===== src/rtl/cop_issue_if.sv =====
// Core-to-coprocessor issue bundle: issue, coprocessor request,
// register-file writeback and exception signals.
interface cop_issue_if;
    logic        iss_valid;
    logic        iss_ready;
    logic [31:0] iss_insn;
    logic [31:0] iss_rs1;
    logic [31:0] iss_rs2;
    logic        cop_valid;
    logic        cop_rdywr;
    logic [31:0] cop_insn;
    logic [31:0] cop_rs1;
    logic [31:0] cop_rs2;
    logic        cop_ready;
    logic        cop_wait;
    logic        cop_wr;
    logic [31:0] cop_rd;
    logic        wb_valid;
    logic        wb_ready;
    logic [4:0]  wb_rd_addr;
    logic [31:0] wb_data;
    logic        exc_illegal;
    logic [31:0] exc_insn;
    logic        busy;

    modport master (
        input  iss_valid, iss_insn, iss_rs1, iss_rs2,
        input  cop_ready, cop_wait, cop_wr, cop_rd, wb_ready,
        output iss_ready, cop_valid, cop_rdywr,
        output cop_insn, cop_rs1, cop_rs2,
        output wb_valid, wb_rd_addr, wb_data,
        output exc_illegal, exc_insn, busy
    );

    modport slave (
        output iss_valid, iss_insn, iss_rs1, iss_rs2,
        output cop_ready, cop_wait, cop_wr, cop_rd, wb_ready,
        input  iss_ready, cop_valid, cop_rdywr,
        input  cop_insn, cop_rs1, cop_rs2,
        input  wb_valid, wb_rd_addr, wb_data,
        input  exc_illegal, exc_insn, busy
    );
endinterface


===== src/rtl/cop_issue.sv =====
// Host-side co-processor initiator: issues custom opcodes, waits for
// claim/result, buffers it for writeback, flags unclaimed requests.
module cop_issue #(
    parameter int TIMEOUT      = 4,
    parameter int WAIT_MAX     = 255,
    parameter bit CHECK_OPCODE = 1'b1,
    parameter bit BYPASS       = 1'b0
) (
    input logic         cop_clk,
    input logic         cop_rst,
    cop_issue_if.master bus
);
    typedef enum logic [1:0] {
        S_IDLE,
        S_REQ,
        S_WB,
        S_EXC
    } state_t;

    localparam logic [15:0] LP_TMO  = 16'(TIMEOUT);
    localparam logic [15:0] LP_WMAX = 16'(WAIT_MAX);

    state_t      r_state;
    state_t      w_state_nxt;
    logic [31:0] r_insn;
    logic [31:0] r_rs1;
    logic [31:0] r_rs2;
    logic [31:0] r_wb_data;
    logic [4:0]  r_rd_addr;
    logic [15:0] r_tmo;
    logic [15:0] r_wait;
    logic [15:0] w_tmo_inc;
    logic [15:0] w_wait_inc;
    logic        w_iss_ready;
    logic        w_issue;
    logic        w_op_ok;
    logic        w_done;
    logic        w_in_req;

    assign w_in_req    = (r_state == S_REQ);
    assign w_iss_ready = (r_state == S_IDLE) ||
                         ((r_state == S_WB) && bus.wb_ready);
    assign w_issue     = bus.iss_valid && w_iss_ready;
    assign w_done      = w_in_req && bus.cop_wr && bus.cop_ready;
    assign w_op_ok     = !CHECK_OPCODE ||
                         (bus.iss_insn[6:0] inside
                          {7'b0001011, 7'b0101011,
                           7'b1011011, 7'b1111011});

    // Saturating increments so a stuck co-processor never wraps a counter.
    assign w_tmo_inc  = (r_tmo == 16'hFFFF) ? r_tmo : r_tmo + 16'd1;
    assign w_wait_inc = (r_wait == 16'hFFFF) ? r_wait : r_wait + 16'd1;

    always_comb begin
        w_state_nxt = r_state;
        unique case (r_state)
            S_IDLE: begin
                if (w_issue)
                    w_state_nxt = w_op_ok ? S_REQ : S_EXC;
            end
            S_REQ: begin
                if (bus.cop_wr) begin
                    if (bus.cop_ready)
                        w_state_nxt = BYPASS ? S_IDLE : S_WB;
                end else if (bus.cop_wait) begin
                    if (w_wait_inc >= LP_WMAX)
                        w_state_nxt = S_EXC;
                end else if (w_tmo_inc >= LP_TMO) begin
                    w_state_nxt = S_EXC;
                end
            end
            S_WB: begin
                if (bus.wb_ready) begin
                    if (w_issue)
                        w_state_nxt = w_op_ok ? S_REQ : S_EXC;
                    else
                        w_state_nxt = S_IDLE;
                end
            end
            S_EXC:   w_state_nxt = S_IDLE;
            default: w_state_nxt = S_IDLE;
        endcase
    end

    always_ff @(posedge cop_clk) begin
        if (cop_rst) begin
            r_state   <= S_IDLE;
            r_insn    <= '0;
            r_rs1     <= '0;
            r_rs2     <= '0;
            r_rd_addr <= '0;
            r_wb_data <= '0;
            r_tmo     <= '0;
            r_wait    <= '0;
        end else begin
            r_state <= w_state_nxt;
            if (w_issue) begin
                r_insn    <= bus.iss_insn;
                r_rs1     <= bus.iss_rs1;
                r_rs2     <= bus.iss_rs2;
                r_rd_addr <= bus.iss_insn[11:7];
                r_tmo     <= '0;
                r_wait    <= '0;
            end else if (w_in_req && !bus.cop_wr) begin
                if (bus.cop_wait) begin
                    r_tmo  <= '0;
                    r_wait <= w_wait_inc;
                end else begin
                    r_tmo <= w_tmo_inc;
                end
            end
            if (!BYPASS && w_done)
                r_wb_data <= bus.cop_rd;
        end
    end

    assign bus.iss_ready   = w_iss_ready;
    assign bus.cop_valid   = w_in_req;
    assign bus.cop_rdywr   = w_in_req && (BYPASS ? bus.wb_ready : 1'b1);
    assign bus.cop_insn    = r_insn;
    assign bus.cop_rs1     = r_rs1;
    assign bus.cop_rs2     = r_rs2;
    assign bus.wb_valid    = (r_state == S_WB) || (BYPASS && w_done);
    assign bus.wb_rd_addr  = r_rd_addr;
    assign bus.wb_data     = (BYPASS && w_done) ? bus.cop_rd : r_wb_data;
    assign bus.exc_illegal = (r_state == S_EXC);
    assign bus.exc_insn    = (r_state == S_EXC) ? r_insn : 32'd0;
    assign bus.busy        = (r_state != S_IDLE);
endmodule


===== src/flat_wrapper.sv =====
// flat-port wrapper written by rule: the top's interface ports become plain ports
module cop_issue_flat 
#(
    parameter int TIMEOUT      = 4,
    parameter int WAIT_MAX     = 255,
    parameter bit CHECK_OPCODE = 1'b1,
    parameter bit BYPASS       = 1'b0
)
  (cop_clk, cop_rst, bus_iss_valid, bus_iss_insn, bus_iss_rs1, bus_iss_rs2, bus_cop_ready, bus_cop_wait, bus_cop_wr, bus_cop_rd, bus_wb_ready, bus_iss_ready, bus_cop_valid, bus_cop_rdywr, bus_cop_insn, bus_cop_rs1, bus_cop_rs2, bus_wb_valid, bus_wb_rd_addr, bus_wb_data, bus_exc_illegal, bus_exc_insn, bus_busy);
  cop_issue_if bus_i ();
  input logic cop_clk;
  input logic cop_rst;
  input wire logic [$bits(bus_i.iss_valid)-1:0] bus_iss_valid;
  input wire logic [$bits(bus_i.iss_insn)-1:0] bus_iss_insn;
  input wire logic [$bits(bus_i.iss_rs1)-1:0] bus_iss_rs1;
  input wire logic [$bits(bus_i.iss_rs2)-1:0] bus_iss_rs2;
  input wire logic [$bits(bus_i.cop_ready)-1:0] bus_cop_ready;
  input wire logic [$bits(bus_i.cop_wait)-1:0] bus_cop_wait;
  input wire logic [$bits(bus_i.cop_wr)-1:0] bus_cop_wr;
  input wire logic [$bits(bus_i.cop_rd)-1:0] bus_cop_rd;
  input wire logic [$bits(bus_i.wb_ready)-1:0] bus_wb_ready;
  output wire logic [$bits(bus_i.iss_ready)-1:0] bus_iss_ready;
  output wire logic [$bits(bus_i.cop_valid)-1:0] bus_cop_valid;
  output wire logic [$bits(bus_i.cop_rdywr)-1:0] bus_cop_rdywr;
  output wire logic [$bits(bus_i.cop_insn)-1:0] bus_cop_insn;
  output wire logic [$bits(bus_i.cop_rs1)-1:0] bus_cop_rs1;
  output wire logic [$bits(bus_i.cop_rs2)-1:0] bus_cop_rs2;
  output wire logic [$bits(bus_i.wb_valid)-1:0] bus_wb_valid;
  output wire logic [$bits(bus_i.wb_rd_addr)-1:0] bus_wb_rd_addr;
  output wire logic [$bits(bus_i.wb_data)-1:0] bus_wb_data;
  output wire logic [$bits(bus_i.exc_illegal)-1:0] bus_exc_illegal;
  output wire logic [$bits(bus_i.exc_insn)-1:0] bus_exc_insn;
  output wire logic [$bits(bus_i.busy)-1:0] bus_busy;
  assign bus_i.iss_valid = bus_iss_valid;
  assign bus_i.iss_insn = bus_iss_insn;
  assign bus_i.iss_rs1 = bus_iss_rs1;
  assign bus_i.iss_rs2 = bus_iss_rs2;
  assign bus_i.cop_ready = bus_cop_ready;
  assign bus_i.cop_wait = bus_cop_wait;
  assign bus_i.cop_wr = bus_cop_wr;
  assign bus_i.cop_rd = bus_cop_rd;
  assign bus_i.wb_ready = bus_wb_ready;
  assign bus_iss_ready = bus_i.iss_ready;
  assign bus_cop_valid = bus_i.cop_valid;
  assign bus_cop_rdywr = bus_i.cop_rdywr;
  assign bus_cop_insn = bus_i.cop_insn;
  assign bus_cop_rs1 = bus_i.cop_rs1;
  assign bus_cop_rs2 = bus_i.cop_rs2;
  assign bus_wb_valid = bus_i.wb_valid;
  assign bus_wb_rd_addr = bus_i.wb_rd_addr;
  assign bus_wb_data = bus_i.wb_data;
  assign bus_exc_illegal = bus_i.exc_illegal;
  assign bus_exc_insn = bus_i.exc_insn;
  assign bus_busy = bus_i.busy;
  cop_issue #(.TIMEOUT(TIMEOUT), .WAIT_MAX(WAIT_MAX), .CHECK_OPCODE(CHECK_OPCODE), .BYPASS(BYPASS)) u_core (.cop_clk(cop_clk), .cop_rst(cop_rst), .bus(bus_i));
endmodule

===== config.mk =====
export PLATFORM = sky130hd
export DESIGN_NAME = cop_issue_flat
export DESIGN_NICKNAME = d
export VERILOG_FILES = /design/src/rtl/cop_issue_if.sv /design/src/rtl/cop_issue.sv /design/src/flat_wrapper.sv
export SDC_FILE = /design/constraint.sdc
export NUM_CORES = 1
export LEC_CHECK = 0
export CAP_MARGIN = 40
export CELL_PAD_IN_SITES_DETAIL_PLACEMENT = 1
export CELL_PAD_IN_SITES_GLOBAL_PLACEMENT = 2
export CORE_MARGIN = 3
export CORE_UTILIZATION = 24
export DETAILED_ROUTE_END_ITERATION = 12
export PLACE_DENSITY = 0.86
export SETUP_SLACK_MARGIN = 0.02
export SYNTH_ARGS = -nofsm -noshare
export SYNTH_HDL_FRONTEND = slang
export SYNTH_SLANG_ARGS = --single-unit

===== constraint.sdc =====
create_clock -name cop_clk -period 3.1 [get_ports cop_clk]
set_clock_uncertainty 0.05 [all_clocks]
set_input_delay 0.93 -clock cop_clk [delete_from_list [all_inputs] [get_ports cop_clk]]
set_output_delay 0.93 -clock cop_clk [all_outputs]
set_load 0.02 [all_outputs]

==> flow_summary.yaml, run 1 <==
logic_synthesis:
  synth_area_leaders: "dfxtp_1 (46%), nand2_1 (15%), a21oi_1 (11%)"
  synth_flop_cell: "dfxtp_1"
  syn-cell-area_um2: 6980
  synth_area_leader_cell: "dfxtp_1"
  synthDistinctLibCells: 60
  async_flop_share_pct: 0
  synth_edf_count: 0
  ys_seq_area_share_pct: 46.5
  synth_top_cell_area_share_pct: 46.5
  synth.ff_latch_count: 162
  ys_warn_count: 0
  syn_inst: 907
  syn-num-nets: 1044
  avgSynthCellArea_um2: 7.70
routing:
  dr.pass1.iters: 4
  wirelength_mm: 27.1
  routedWlPerCell_um: 17.3
  drt-initial-drc-count: 310
  vias: 7285
  detail-route-antenna-nets: 0
  drc: 0
  vias_per_cell: 4.65
final_layout:
  final_cell_count_no_fill: 1566
  syn_to_final_growth_pct: 57.5
  drive_gt1_share_pct: 6.06
  nets: 1312
  diodes: 0
global_route:
  gr-usage-met3_pct: 7.68
  gr-usage-met2_pct: 29.1
  grtUsageTotal_pct: 17.0
  grt_pass1_wl_mm: 42.1
  grt_antenna_before_repair: 0
  grt_max_degree: 100
  use_met1_pct: 19.4
  grt_pass1_vias: 7481
  grt_busiest_layer: "met2"
  grt_overflow: 0
cts:
  clk_path_buf_depth: 2
  clkTransAtPathRegs_ns: 0.07
  cts_post_setup_buffers_inserted: 0
  clk_root_buffer_cell: "clkbuf_16"
  clk_latency_ns: 0.42
  cts_buffers: 17
  tritoncts: "done"
  cts_hold_buf: 0
  cts_sinks: 162
  cts.htree.levels: 4
power_and_ir_drop:
  power_density_nw_per_um2: 495
  power_uw: 5450
  ir_drop_v: 0.000325
  leakagePower_uw: 0.00391
setup_path:
  path_cells: "buf_12, and3_1, clkdlybuf4s50_1"
  cp-end-kind: "output port"
  crit_fanout: 33
  critPathRequiredTime_ns: 2.12
  crit_type: "register to output port"
  crit_path_start_kind: "register"
  crit_arrival_ns: 1.94
  max_stage_delay_ns: 0.65
  crit_slowest_cell: "clkdlybuf4s50_1"
place:
  numPortBuffers: 305
  placedCellCount: 1534
  dp_hpwl_mm: 19.5
  globalplace.congestion: 0.787
timing:
  rsz0062_at_grt: "no"
  max_slew_margin_pct: 62.2
  finalSetupViolCount: 0
  post-route-period-util_pct: 94.2
  tightest_slew_ns: 0.562
  drv_slew: 0
  fin_hold_ws_ns: 0.404
  max_freq_mhz: 342
  hold_violations: 0
  min_period_ns: 2.92
floorplanning:
  core_um2: 28200
  rows: 61
  die_y_um: 177
  die_area_um2: 31200
  pin_count: 306
  die_w_um: 177
  start_util_pct: 24.7
min_path:
  hp-class: "register to register"
run_status:
  status: "finished clean"
run:
  max-cap-violations: 0
[logic make-up (layout without fill, tap and decap cells)]
family | after synthesis | after routing | share of synthesized area (%)
simple gates | 433 | 433 | 28.5
buf+inv | 84 | 365 | 5.38
fa+ha+maj | 2 | 2 | 0.358
mux | 7 | 7 | 1.02
compound gates | 204 | 204 | 16.4
flops | 162 | 162 | 46.5
xor+xnor | 15 | 15 | 1.88
[Yosys cell counts, drive strengths merged, types with 5 or more instances]
library cell,count
xor2,9
nand3,14
xnor2,6
clkbuf,50
and4,5
nand2,274
dfxtp,162
mux2i,6
a31oi,8
a211oi,5
nor3,13
nor4,9
and2,7
inv,8
and3,37
a21oi,154
o21ai,13
nor2,40
buf,26
nand4,13
nor2b,5
[critical path: cells and delay by family (launching register included)]
family,cells,cell delay (ns)
flip-flops,1,0.47
buffers and inverters,2,0.86
AND/OR/NAND/NOR,1,0.17
[cell usage in the layout (no fill, tap or decap), types with 2 or more instances in the layout]
cell type        instances
a211oi_1                 4
a21o_1                   2
a21oi_1                154
a22oi_1                  4
a31oi_1                  8
a41oi_1                  2
and2_1                   6
and3_1                  36
and4_1                   5
buf_12                   5
buf_4                   16
clkbuf_16               17
clkdlybuf4s50_1        303
clkinv_4                 4
clkinv_8                 4
dfxtp_1                161
ha_1                     2
inv_1                    8
inv_6                    2
inv_8                    4
mux2i_1                  6
nand2_1                273
nand2b_1                 3
nand3_1                 14
nand4_1                 12
nand4b_1                 3
nor2_1                  40
nor2b_1                  3
nor3_1                  12
nor4_1                   6
nor4_2                   3
nor4b_1                  2
o2111ai_1                2
o21a_1                   2
o21ai_0                 12
o22ai_1                  3
xnor2_1                  6
xor2_1                   9
[power by group]
| part | internal [uW] | switching, uW | total [uW] |
|---|---|---|---|
| Sequential | 2190 | 74.3 | 2260 |
| Clock | 1110 | 1050 | 2160 |
| Combinational | 480 | 541 | 1020 |
[final timing paths]
kind	cells past startpoint	from	slack, ns	end
setup / recovery	3	u_core.r_state[1]	0.18	bus_exc_insn[29]
hold / removal	2	u_core.bus.wb_data[22]	0.40	u_core.bus.wb_data[22]
setup reg to reg	7	u_core.r_wait[0]	0.51	u_core.r_state[1]
hold reg to reg	2	u_core.bus.wb_data[22]	0.40	u_core.bus.wb_data[22]
[area by class of cell]
type                       instances  area, um2
clock buffer                      18        439
clock inverter                    14        163
fill                            3363      17200
inverter                           8       30.0
multi-input combinational        661       3380
sequential                       162       3240
tap                              378        473
timing repair buffer             325       3260
[metal layers]
| layer | share of wire (%) | up-vias |
|---|---|---|
| li1 | - | 3597 |
| met1 | 40 | 3464 |
| met2 | 49 | 200 |
| met3 | 9.4 | 24 |
| met4 | 1.5 | 0 |
| met5 | 0 | - |
[sequential cells by signal, summed over array words and instances, names as in the netlist]
| register | count |
|---|---|
| u_core.bus.cop_rs1 | 32 |
| u_core.bus.wb_data | 32 |
| u_core.bus.cop_rs2 | 32 |
| u_core.r_tmo | 16 |
| u_core.r_wait | 16 |
| u_core.bus.wb_rd_addr | 4 |
| u_core.r_state | 2 |
| u_core.bus.cop_insn | 28 |
[through the flow]
| stage | setup TNS [ns] | instance area (um2) | utilization [%] | setup slack [ns] |
|---|---|---|---|---|
| 3_5_place_dp | -0.0582 | 10400 | 36.8 | -0.0582 |
| 5_1_grt | 0 | 11000 | 38.9 | 0.0822 |
| 6_report | 0 | 11000 | 38.9 | 0.178 |
| 4_1_cts | 0 | 11000 | 38.9 | 0.0738 |
| 3_3_place_gp | -0.0466 | 10400 | 36.8 | -0.0466 |
| 2_1_floorplan | 0 | 6980 | - | 0.782 |
[repair_timing]
item                                    4_1_cts  5_1_grt
endpoints found under the setup margin        2        2
pin swaps                                     0        0
resized for setup                             2        1
Power figures use the tool's default switching activity.
==> run 2: changes to the inputs <==
- GPL_TIMING_DRIVEN: not set -> 0
- REMOVE_ABC_BUFFERS: not set -> 1
==> flow_summary.yaml, run 2 (synthesis gave the netlist of run 1 again) <==
run_status:
  status: "finished clean"
timing:
  fin_hold_ws_ns: 0.406
  max_freq_mhz: 333
  hold_violations: 0
  tightest_slew_ns: 0.789
  min_period_ns: 3.01
  max_slew_margin_pct: 47.4
  drv_slew: 0
  rsz0062_at_grt: "no"
  post-route-period-util_pct: 97.0
  finalSetupViolCount: 0
place:
  globalplace.congestion: 0.767
  numPortBuffers: 305
  dp_hpwl_mm: 20.0
  placedCellCount: 1523
power_and_ir_drop:
  power_uw: 5430
  switching_share_pct: 30.6
  net-switching-power_uw: 1660
  power_density_nw_per_um2: 493
  ir_drop_v: 0.000228
  p_int_uw: 3770
  pwr-share-comb_pct: 19.6
  clockPowerShare_pct: 38.3
  power_frac_seq_pct: 42.1
  leakagePower_uw: 0.00391
routing:
  detail-route-antenna-nets: 0
  vias_per_cell: 4.67
  drt-initial-drc-count: 272
  drc: 0
  dr.pass1.iters: 4
  wirelength_mm: 28.3
  routedWlPerCell_um: 18.2
  vias: 7282
floorplanning:
  start_util_pct: 24.7
  pin_count: 306
  die_y_um: 177
  die_area_um2: 31200
  rows: 61
  die_w_um: 177
  core_um2: 28200
global_route:
  gr-usage-met2_pct: 30.5
  grtUsageTotal_pct: 17.9
  gr-usage-met3_pct: 7.27
  grt_antenna_before_repair: 3
  use_met1_pct: 21.0
  grt_max_degree: 79
  grt_busiest_layer: "met2"
  grt_overflow: 0
  grt_pass1_vias: 7673
  grt_pass1_wl_mm: 43.8
cts:
  clk_latency_ns: 0.42
  clkTransAtPathRegs_ns: 0.07
  clk_path_buf_depth: 2
  cts.htree.levels: 4
  cts_buffers: 17
  clk_root_buffer_cell: "clkbuf_16"
  cts_sinks: 162
  tritoncts: "done"
final_layout:
  final_cell_count_no_fill: 1559
  final_common_cell: "clkdlybuf4s50_1"
  syn_to_final_growth_pct: 57.8
  drive_gt1_share_pct: 5.59
  nets: 1304
  layout_common_cells: "clkdlybuf4s50_1 (301), nand2_1 (273), dfxtp_1 (160), a21oi_1 (154), nor2_1 (39)"
setup_path:
  timing.rr.end: "u_core.r_tmo[11]"
  crit_type: "primary input to output port"
  r2r_start: "u_core.r_state[1]"
  crit_fanout: 3
  cp-startpoint: "bus_wb_ready"
  crit_path_start_kind: "primary input"
  ff2ff_path_depth: 6
  reg2reg_setup_slack_ns: 0.44
  crit_arrival_ns: 2.03
  critPathRequiredTime_ns: 2.12
  cp-end-kind: "output port"
  endpoint: "bus_iss_ready"
min_path:
  hp-class: "register to register"
  worstHoldStart: "u_core.bus.cop_rs2[17]"
run:
  max-cap-violations: 0
run 2: cell types whose count changed in the layout (fill, tap and decap cells not counted), sizes merged:
cell,previous run,this run
buf,21,13
clkdlybuf4s50,303,301
clkinv,8,2
clkinvlp,0,2
diode,0,1
dlygate4sd2,1,2
dlymetal6s2s,0,1
inv,14,18
run 2: power by group through the flow:
stage,sequential (uW),combinational [uW],clock (uW)
floorplan,2440,273,0
global placement,2340,991,0
detailed placement,2350,1020,0
CTS,2290,1070,2160
global route,2300,1150,2250
finish,2280,1060,2080
run 2: area by class of cell:
type | instances | area (um2)
fillers | 3351 | 17200
multi-input cells | 661 | 3390
repair buffers | 317 | 3300
flip-flops and latches | 162 | 3250
well taps | 378 | 473
clock buffers | 18 | 429
clock inverters | 14 | 140
inverters | 8 | 30.0
diodes | 1 | 2.50
run 2: critical path, cell delays in order:
cell and delay, ns:
clkdlybuf4s50_1 0.49, nor2_2 0.23, nor2_1 0.06, dlygate4sd2_1 0.32
run 2: what timing repair did:
| action | 4_1_cts | 5_1_grt |
|---|---|---|
| hold buffers | 0 | 0 |
| resized for setup | 6 | 1 |
| endpoints found under the setup margin | 60 | 9 |
| buffers inserted | 2 | 1 |
run 2: stage by stage:
stage | utilization (%) | area (um2) | TNS, ns | setup WS, ns
finish | 39.0 | 11000 | 0 | 0.0926
global route | 39.0 | 11000 | 0 | 0.0274
CTS | 38.9 | 11000 | 0 | 0.0556
detailed placement | 36.7 | 10400 | -5.05 | -0.296
global placement | 36.0 | 10200 | -844.98 | -8.29
floorplan | - | 6640 | -235.93 | -3.05
run 2: how the worst min path moves through the flow:
stage | endpoint | slack (ns) | cells after the start
2_1_floorplan | u_core.r_wait[10] | 0.42 | 2
6_report | u_core.bus.cop_rs2[17] | 0.41 | 2
5_1_grt | u_core.bus.cop_rs2[2] | 0.43 | 2
4_1_cts | u_core.bus.cop_rs2[17] | 0.41 | 2
3_3_place_gp | u_core.bus.cop_rs1[0] | 0.39 | 2
3_5_place_dp | u_core.bus.wb_data[8] | 0.40 | 2
run 2: metal layers:
| layer | up-vias | wire, um |
|---|---|---|
| met3 | 24 | 2360 |
| met4 | 0 | 383 |
| met2 | 194 | 13900 |
| met1 | 3478 | 11700 |
| li1 | 3586 | - |
| met5 | - | 0 |
